[config.mk]
export PLATFORM = sky130hd
export DESIGN_NAME = score_keeper_flat
export DESIGN_NICKNAME = d
export VERILOG_FILES = /design/src/rtl/score_keeper_if.sv /design/src/rtl/score_keeper.sv /design/src/flat_wrapper.sv
export SDC_FILE = /design/constraint.sdc
export NUM_CORES = 1
export LEC_CHECK = 0
export BUFFER_PORTS_ARGS = -buffer_cell sky130_fd_sc_hd__buf_2
export CAP_MARGIN = 40
export CELL_PAD_IN_SITES_DETAIL_PLACEMENT = 0
export CELL_PAD_IN_SITES_GLOBAL_PLACEMENT = 1
export CORE_MARGIN = 10
export CORE_UTILIZATION = 40
export DETAILED_ROUTE_END_ITERATION = 10
export GPL_ROUTABILITY_DRIVEN = 0
export PLACE_DENSITY_LB_ADDON = 0.15
export SLEW_MARGIN = 20
export SYNTH_ARGS = -nofsm -noshare
export SYNTH_HDL_FRONTEND = slang
export SYNTH_SLANG_ARGS = --single-unit
[constraint.sdc]
create_clock -name clk -period 3.42 [get_ports clk]
set_input_delay 0.171 -clock clk [delete_from_list [all_inputs] [get_ports clk]]
set_output_delay 0.171 -clock clk [all_outputs]
set_load 0.05 [all_outputs]
[src/rtl/score_keeper_if.sv]
// score_keeper_if: frame/ball inputs and score/state outputs of the score path.
// Latency: n/a (wiring only). Backpressure: none; all signals are level or pulse, no handshake.
// Ports: master = physics/overlay side (drives frame_tick, ball_x/y, start);
//        slave  = score_keeper (drives scores, goal_pause, ball_reset, game_over, winner, time_left).
interface score_keeper_if;
  logic       frame_tick;
  logic [9:0] ball_x;
  logic [9:0] ball_y;
  logic       start;
  logic [3:0] score_p1;
  logic [3:0] score_p2;
  logic       goal_pause;
  logic       ball_reset;
  logic       game_over;
  logic [1:0] winner;
  logic [6:0] time_left;

  modport master (
    output frame_tick, ball_x, ball_y, start,
    input  score_p1, score_p2, goal_pause, ball_reset, game_over, winner, time_left
  );

  modport slave (
    input  frame_tick, ball_x, ball_y, start,
    output score_p1, score_p2, goal_pause, ball_reset, game_over, winner, time_left
  );
endinterface

[src/rtl/score_keeper.sv]
// score_keeper: goal detection, score keeping and match sequencing (IDLE/PLAY/HOLD/OVER).
// Latency: one cycle from the frame_tick/start cycle to the registered outputs.
// Backpressure: none; goal_pause asks the physics block to freeze during hold/over.
// Ports: clk, rst_n (async active-low); sk (slave modport of score_keeper_if).
// Optional: define MATCH_TIMER_EN to build the match countdown (time_left, timeout -> OVER).
module score_keeper #(
  parameter int GOAL_L_X    = 40,
  parameter int GOAL_R_X    = 600,
  parameter int GOAL_TOP_Y  = 300,
  parameter int WIN_SCORE   = 5,
  parameter int HOLD_FRAMES = 120,
  parameter int MATCH_SECS  = 90,
  parameter int FPS         = 60
) (
  input  logic          clk,
  input  logic          rst_n,
  score_keeper_if.slave sk
);

  typedef enum logic [1:0] {IDLE, PLAY, HOLD, OVER} state_t;

  localparam logic [9:0] GOAL_L = 10'(GOAL_L_X);
  localparam logic [9:0] GOAL_R = 10'(GOAL_R_X);
  localparam logic [9:0] TOP_Y  = 10'(GOAL_TOP_Y);
  localparam logic [3:0] WIN    = 4'(WIN_SCORE);
  localparam logic [7:0] HOLD_N = 8'(HOLD_FRAMES);

  state_t     state_q, state_d;
  logic [3:0] score_p1_q, score_p1_d;
  logic [3:0] score_p2_q, score_p2_d;
  logic [7:0] hold_q, hold_d;
  logic       start_q;
  logic       goal_pause_q, game_over_q, ball_reset_q;
  logic [1:0] winner_q, winner_d;
  logic       respawn;
  logic       start_rise, goal_l, goal_r;

  assign start_rise = sk.start && !start_q;
  assign goal_l     = (sk.ball_x < GOAL_L) && (sk.ball_y >= TOP_Y);
  assign goal_r     = (sk.ball_x > GOAL_R) && (sk.ball_y >= TOP_Y);

  function automatic logic [3:0] sat_inc(input logic [3:0] s);
    return (s >= 4'd9) ? 4'd9 : s + 4'd1;
  endfunction

`ifdef MATCH_TIMER_EN
  localparam logic [6:0] SECS_N = 7'(MATCH_SECS);
  localparam logic [7:0] FPS_M1 = 8'(FPS - 1);
  logic [6:0] time_left_q, time_left_d;
  logic [7:0] frame_cnt_q, frame_cnt_d;
  logic       timeout;
`endif

  always_comb begin
    state_d    = state_q;
    score_p1_d = score_p1_q;
    score_p2_d = score_p2_q;
    hold_d     = hold_q;
    respawn    = 1'b0;
`ifdef MATCH_TIMER_EN
    time_left_d = time_left_q;
    frame_cnt_d = frame_cnt_q;
    timeout     = 1'b0;
`endif
    if (start_rise) begin
      // A start edge restarts the match from any state.
      state_d    = PLAY;
      score_p1_d = 4'd0;
      score_p2_d = 4'd0;
      hold_d     = 8'd0;
      respawn    = 1'b1;
`ifdef MATCH_TIMER_EN
      time_left_d = SECS_N;
      frame_cnt_d = 8'd0;
`endif
    end else begin
      case (state_q)
        PLAY: begin
          if (sk.frame_tick) begin
`ifdef MATCH_TIMER_EN
            if (frame_cnt_q >= FPS_M1) begin
              frame_cnt_d = 8'd0;
              if (time_left_q != 7'd0) time_left_d = time_left_q - 7'd1;
            end else begin
              frame_cnt_d = frame_cnt_q + 8'd1;
            end
            timeout = (time_left_d == 7'd0);
`endif
            // Ball in both mouths at once is impossible geometrically; treat it as no goal.
            if (goal_l && !goal_r) score_p2_d = sat_inc(score_p2_q);
            if (goal_r && !goal_l) score_p1_d = sat_inc(score_p1_q);
            if (goal_l ^ goal_r) begin
              if (score_p1_d == WIN || score_p2_d == WIN) begin
                state_d = OVER;
              end else begin
                state_d = HOLD;
                hold_d  = HOLD_N;
              end
            end
`ifdef MATCH_TIMER_EN
            // Goal already applied above; the timeout just overrides the next state.
            if (timeout) state_d = OVER;
`endif
          end
        end
        HOLD: begin
          if (sk.frame_tick) begin
            if (hold_q <= 8'd1) begin
              hold_d  = 8'd0;
              state_d = PLAY;
              respawn = 1'b1;
            end else begin
              hold_d = hold_q - 8'd1;
            end
          end
        end
        default: ;
      endcase
    end

    winner_d = 2'b00;
    if (state_d == OVER) begin
      if (score_p1_d > score_p2_d)      winner_d = 2'b01;
      else if (score_p1_d < score_p2_d) winner_d = 2'b10;
      else                              winner_d = 2'b11;
    end
  end

  always_ff @(posedge clk or negedge rst_n) begin
    if (!rst_n) begin
      state_q      <= IDLE;
      score_p1_q   <= 4'd0;
      score_p2_q   <= 4'd0;
      hold_q       <= 8'd0;
      start_q      <= 1'b0;
      goal_pause_q <= 1'b0;
      game_over_q  <= 1'b0;
      ball_reset_q <= 1'b0;
      winner_q     <= 2'b00;
    end else begin
      state_q      <= state_d;
      score_p1_q   <= score_p1_d;
      score_p2_q   <= score_p2_d;
      hold_q       <= hold_d;
      start_q      <= sk.start;
      goal_pause_q <= (state_d == HOLD) || (state_d == OVER);
      game_over_q  <= (state_d == OVER);
      // Suppress back-to-back pulses (e.g. hold expiry followed by a start edge).
      ball_reset_q <= respawn && !ball_reset_q;
      winner_q     <= winner_d;
    end
  end

`ifdef MATCH_TIMER_EN
  always_ff @(posedge clk or negedge rst_n) begin
    if (!rst_n) begin
      time_left_q <= 7'd0;
      frame_cnt_q <= 8'd0;
    end else begin
      time_left_q <= time_left_d;
      frame_cnt_q <= frame_cnt_d;
    end
  end
  assign sk.time_left = time_left_q;
`else
  assign sk.time_left = 7'd0;
`endif

  assign sk.score_p1   = score_p1_q;
  assign sk.score_p2   = score_p2_q;
  assign sk.goal_pause = goal_pause_q;
  assign sk.ball_reset = ball_reset_q;
  assign sk.game_over  = game_over_q;
  assign sk.winner     = winner_q;

endmodule

[src/flat_wrapper.sv]
// flat-port wrapper written by rule: the top's interface ports become plain ports
module score_keeper_flat 
#(
  parameter int GOAL_L_X    = 40,
  parameter int GOAL_R_X    = 600,
  parameter int GOAL_TOP_Y  = 300,
  parameter int WIN_SCORE   = 5,
  parameter int HOLD_FRAMES = 120,
  parameter int MATCH_SECS  = 90,
  parameter int FPS         = 60
)
  (clk, rst_n, sk_frame_tick, sk_ball_x, sk_ball_y, sk_start, sk_score_p1, sk_score_p2, sk_goal_pause, sk_ball_reset, sk_game_over, sk_winner, sk_time_left);
  score_keeper_if sk_i ();
  input  logic clk;
  input  logic rst_n;
  input wire logic [$bits(sk_i.frame_tick)-1:0] sk_frame_tick;
  input wire logic [$bits(sk_i.ball_x)-1:0] sk_ball_x;
  input wire logic [$bits(sk_i.ball_y)-1:0] sk_ball_y;
  input wire logic [$bits(sk_i.start)-1:0] sk_start;
  output wire logic [$bits(sk_i.score_p1)-1:0] sk_score_p1;
  output wire logic [$bits(sk_i.score_p2)-1:0] sk_score_p2;
  output wire logic [$bits(sk_i.goal_pause)-1:0] sk_goal_pause;
  output wire logic [$bits(sk_i.ball_reset)-1:0] sk_ball_reset;
  output wire logic [$bits(sk_i.game_over)-1:0] sk_game_over;
  output wire logic [$bits(sk_i.winner)-1:0] sk_winner;
  output wire logic [$bits(sk_i.time_left)-1:0] sk_time_left;
  assign sk_i.frame_tick = sk_frame_tick;
  assign sk_i.ball_x = sk_ball_x;
  assign sk_i.ball_y = sk_ball_y;
  assign sk_i.start = sk_start;
  assign sk_score_p1 = sk_i.score_p1;
  assign sk_score_p2 = sk_i.score_p2;
  assign sk_goal_pause = sk_i.goal_pause;
  assign sk_ball_reset = sk_i.ball_reset;
  assign sk_game_over = sk_i.game_over;
  assign sk_winner = sk_i.winner;
  assign sk_time_left = sk_i.time_left;
  score_keeper #(.GOAL_L_X(GOAL_L_X), .GOAL_R_X(GOAL_R_X), .GOAL_TOP_Y(GOAL_TOP_Y), .WIN_SCORE(WIN_SCORE), .HOLD_FRAMES(HOLD_FRAMES), .MATCH_SECS(MATCH_SECS), .FPS(FPS)) u_core (.clk(clk), .rst_n(rst_n), .sk(sk_i));
endmodule
==> impl_metrics.env <==
export IMPL_outcome="finished clean"
export IMPL_synth_area_leader_cell="dfrtp_1"
export IMPL_setup_viol=0
export IMPL_cts_clk_slew_worst_paths_ps=80
export IMPL_ant_nets=0
export IMPL_postCtsSetupBuffers=0
export IMPL_final_nets=302
export IMPL_layout_worst_path_cycle_share_pct=81.08
export IMPL_cp_arrival_ps=2910
export IMPL_final_core_util_pct=48.68
export IMPL_fp_dieW_microns=88.59
export IMPL_yosys_warnings=0
export IMPL_coreArea_sq_mm=0.004444
export IMPL_crit_family="compound AO/OA/AOI/OAI gates"
export IMPL_setup_tns_ps=0
export IMPL_track_usage_pct=12.46
export IMPL_grt_max_degree=25
export IMPL_wl_met2_microns=2097
export IMPL_met3WireLength_microns=264
export IMPL_power_total_uw=986.3
export IMPL_async_reset_ff_share_pct=100.0
export IMPL_synth_seq_cells=24
export IMPL_cts_buffers=3
export IMPL_m1WireLength_microns=2389
export IMPL_layout_drive_gt1_share_pct=19.16
export IMPL_avgSynthCellArea_sq_um=8.290
export IMPL_cp_num_buf_inv=1
export IMPL_area_growth_pct=14.96
export IMPL_clkLatencyLatePin_ps=270
export IMPL_cts_tree="yes"
export IMPL_slowest_delay_ps=530
export IMPL_viasPerCell=5.498
export IMPL_critPathLaunchType="input pin"
export IMPL_drt_iter0_drc=122
export IMPL_clockRootBuffer="clkbuf_8"
export IMPL_synth_distinct_cells=49
export IMPL_crit_required_ps=3560
export IMPL_slew_violations=0
export IMPL_regArea_sq_um=600.6
export IMPL_antenna_found_initial=0
export IMPL_routed_wl_microns=4773
export IMPL_ys_flop_type="dfrtp_1"
export IMPL_start_util_pct=42.34
export IMPL_postLayoutCellArea_sq_mm=0.002163
export IMPL_peakVddDrop_mv=0.2872
export IMPL_clockBufferDepth=2
export IMPL_layout_min_cycle_time_ps=2773
export IMPL_num_vias=1721
export IMPL_synthTopCellsByCount="24 x dfrtp_1, 24 x nand2_1, 18 x inv_1, 18 x nor2_1, 16 x ha_1"
export IMPL_syn_inst=227
export IMPL_p_leak_nw=1.049
export IMPL_min_path_type="input pin to register"
export IMPL_top_layer_used="met4"
export IMPL_ys_seq_area_share_pct=31.91
export IMPL_synth_edff_count=0
export IMPL_cpMaxStageDelayCell="o2111a_1"
export IMPL_io_buffer_count=34
export IMPL_worstSetupPathType="input pin to register"
export IMPL_avgRoutedWirePerCell_microns=15.25
export IMPL_htree_levels=1
export IMPL_die_h_microns=88.59
export IMPL_power_density_mw_per_mm2=455.9
export IMPL_crit_fanout=12
export IMPL_multi_input_area_sq_mm=0.001149
export IMPL_yosys_top_cells_area="dfrtp_1 32%, ha_1 11%, nand2_1 4.8%, inv_1 3.6%, nor2_1 3.6%"
export IMPL_dieArea_sq_mm=0.007848
export IMPL_grt_pass1_wl_microns=7948
export IMPL_ios=44
export IMPL_overflow=0
export IMPL_tightest_slew_ps=826.2
export IMPL_placed_cells=308
export IMPL_diodes=0
export IMPL_yosys_area_top_type_share_pct=31.91
export IMPL_fmax_mhz=360.6
export IMPL_slew_headroom_pct=44.67
export IMPL_drtPass1Iterations=4
export IMPL_hpwl_microns=3568
export IMPL_grt_pass1_vias=1627
export IMPL_rows=24
export IMPL_mappedNetlistArea_sq_mm=0.001882
export IMPL_hold_viol=0
export IMPL_cp_common_cell="o32ai_1"
export IMPL_grt_setup_unrepaired="no"
export IMPL_final_cells=313
export IMPL_numClockSinks=24
export IMPL_crit_chain="buf_2 > a21o_1 > a211o_1 > a21oi_1 > or2_2 > ha_1 > mux2_2 > o32ai_1 > o2111a_1 > o21a_1 > o32ai_1"
export IMPL_max_cap_violations=0
export IMPL_num_fill_cells=440
export IMPL_finClkSkew_ps=2.873
export IMPL_drc=0
export IMPL_postPlaceCellArea_sq_mm=0.002082
export IMPL_endpoint_kind="register"
-- metal layers --
layer  track usage, %  up-vias
met5                0        -
met4            2.203        0
met3            3.493        2
met2            19.16       38
met1            17.09      805
li1                 -      876
-- worst reg2reg max path: stages, from the launching register on --
cell      delay (ps)
dfrtp_1          480
ha_1             240
nor3b_1          380
a31o_2           230
nor2_1            50
a211oi_1         320
inv_1             80
ha_1             310
o21ai_0           80
nand2b_1          80
a21o_1           190
nor2b_1          130
-- kinds of logic after synthesis --
group / count (synthesis) / synth area share (%)
compound gates: 67 / 25.67
fa+ha+maj: 16 / 10.64
mux: 1 / 0.5984
buf+inv: 33 / 8.244
simple gates: 85 / 22.74
other cells: 1 / 0.1993
flops: 24 / 31.92
-- power breakdown --
| group | internal [mW] | leakage [nW] | switching, mW |
|---|---|---|---|
| Sequential | 0.312 | 0.329 | 0.0342 |
| Clock | 0.156 | 0.0357 | 0.0912 |
| Combinational | 0.134 | 0.684 | 0.259 |
-- metrics by stage --
stage	worst slack, ps	hold WS [ps]
after floorplan	658.5	-124.6
after global placement	346.8	202.7
after detailed placement	351.1	205.2
after CTS	639.9	25.69
after global routing	390.5	23.07
final	647.1	32.13
-- final timing paths --
kind	from	to	slack, ps	cells after the start
setup / recovery	sk_ball_y[3]	u_core.hold_q[4]	650	11
hold / removal	sk_start	u_core.start_q	30	1
setup reg to reg	u_core.sk.score_p2[0]	u_core.sk.winner[0]	730	11
hold reg to reg	u_core.sk.ball_reset	u_core.sk.ball_reset	430	1
max in group asynchronous	rst_n	u_core.hold_q[7]	2610	2
min in group asynchronous	rst_n	u_core.sk.score_p2[2]	430	2
-- sequential cells by signal, summed over array words and instances, names as in the netlist --
signal                flops
u_core.hold_q             8
u_core.sk.score_p1        4
u_core.sk.score_p2        4
u_core.sk.winner          2
u_core.state_q            2
u_core.sk.ball_reset      1
u_core.sk.game_over       1
u_core.sk.goal_pause      1
u_core.start_q            1
-- placed cells by master, fill, tap and decap left out, drive strengths merged, types with 3 or more instances in the layout --
cell | synthesis | final
nor3 | 4 | 4
o21ai | 12 | 12
or3 | 5 | 5
a21oi | 12 | 12
o211ai | 4 | 4
nand4 | 3 | 3
o32ai | 3 | 3
and3 | 5 | 5
clkbuf | 6 | 3
or2 | 3 | 3
o22ai | 3 | 3
conb | 1 | 7
buf | 9 | 38
a211o | 3 | 3
nor3b | 3 | 3
nand3 | 5 | 5
nand2 | 24 | 24
nor2 | 18 | 18
ha | 16 | 16
inv | 18 | 18
nor2b | 6 | 6
dfrtp | 24 | 24
nand2b | 4 | 4
a211oi | 8 | 8
-- final cells by class --
class / count / share of cell area, %
Timing Repair Buffer: 39 / 9.717
Tap cell: 52 / 3.008
Inverter: 18 / 3.123
Multi-Input combinational cell: 176 / 53.09
Clock buffer: 3 / 1.909
Clock inverter: 1 / 1.388
Sequential cell: 24 / 27.76
-- repair_timing --
| item | in CTS | in global routing |
|---|---|---|
| hold buffers | 1 | 0 |
| endpoints found under the setup margin | 0 | 0 |
| endpoints found under the hold margin | 24 | 0 |
| gates resized for setup | 0 | 0 |
Power figures use the tool's default switching activity.
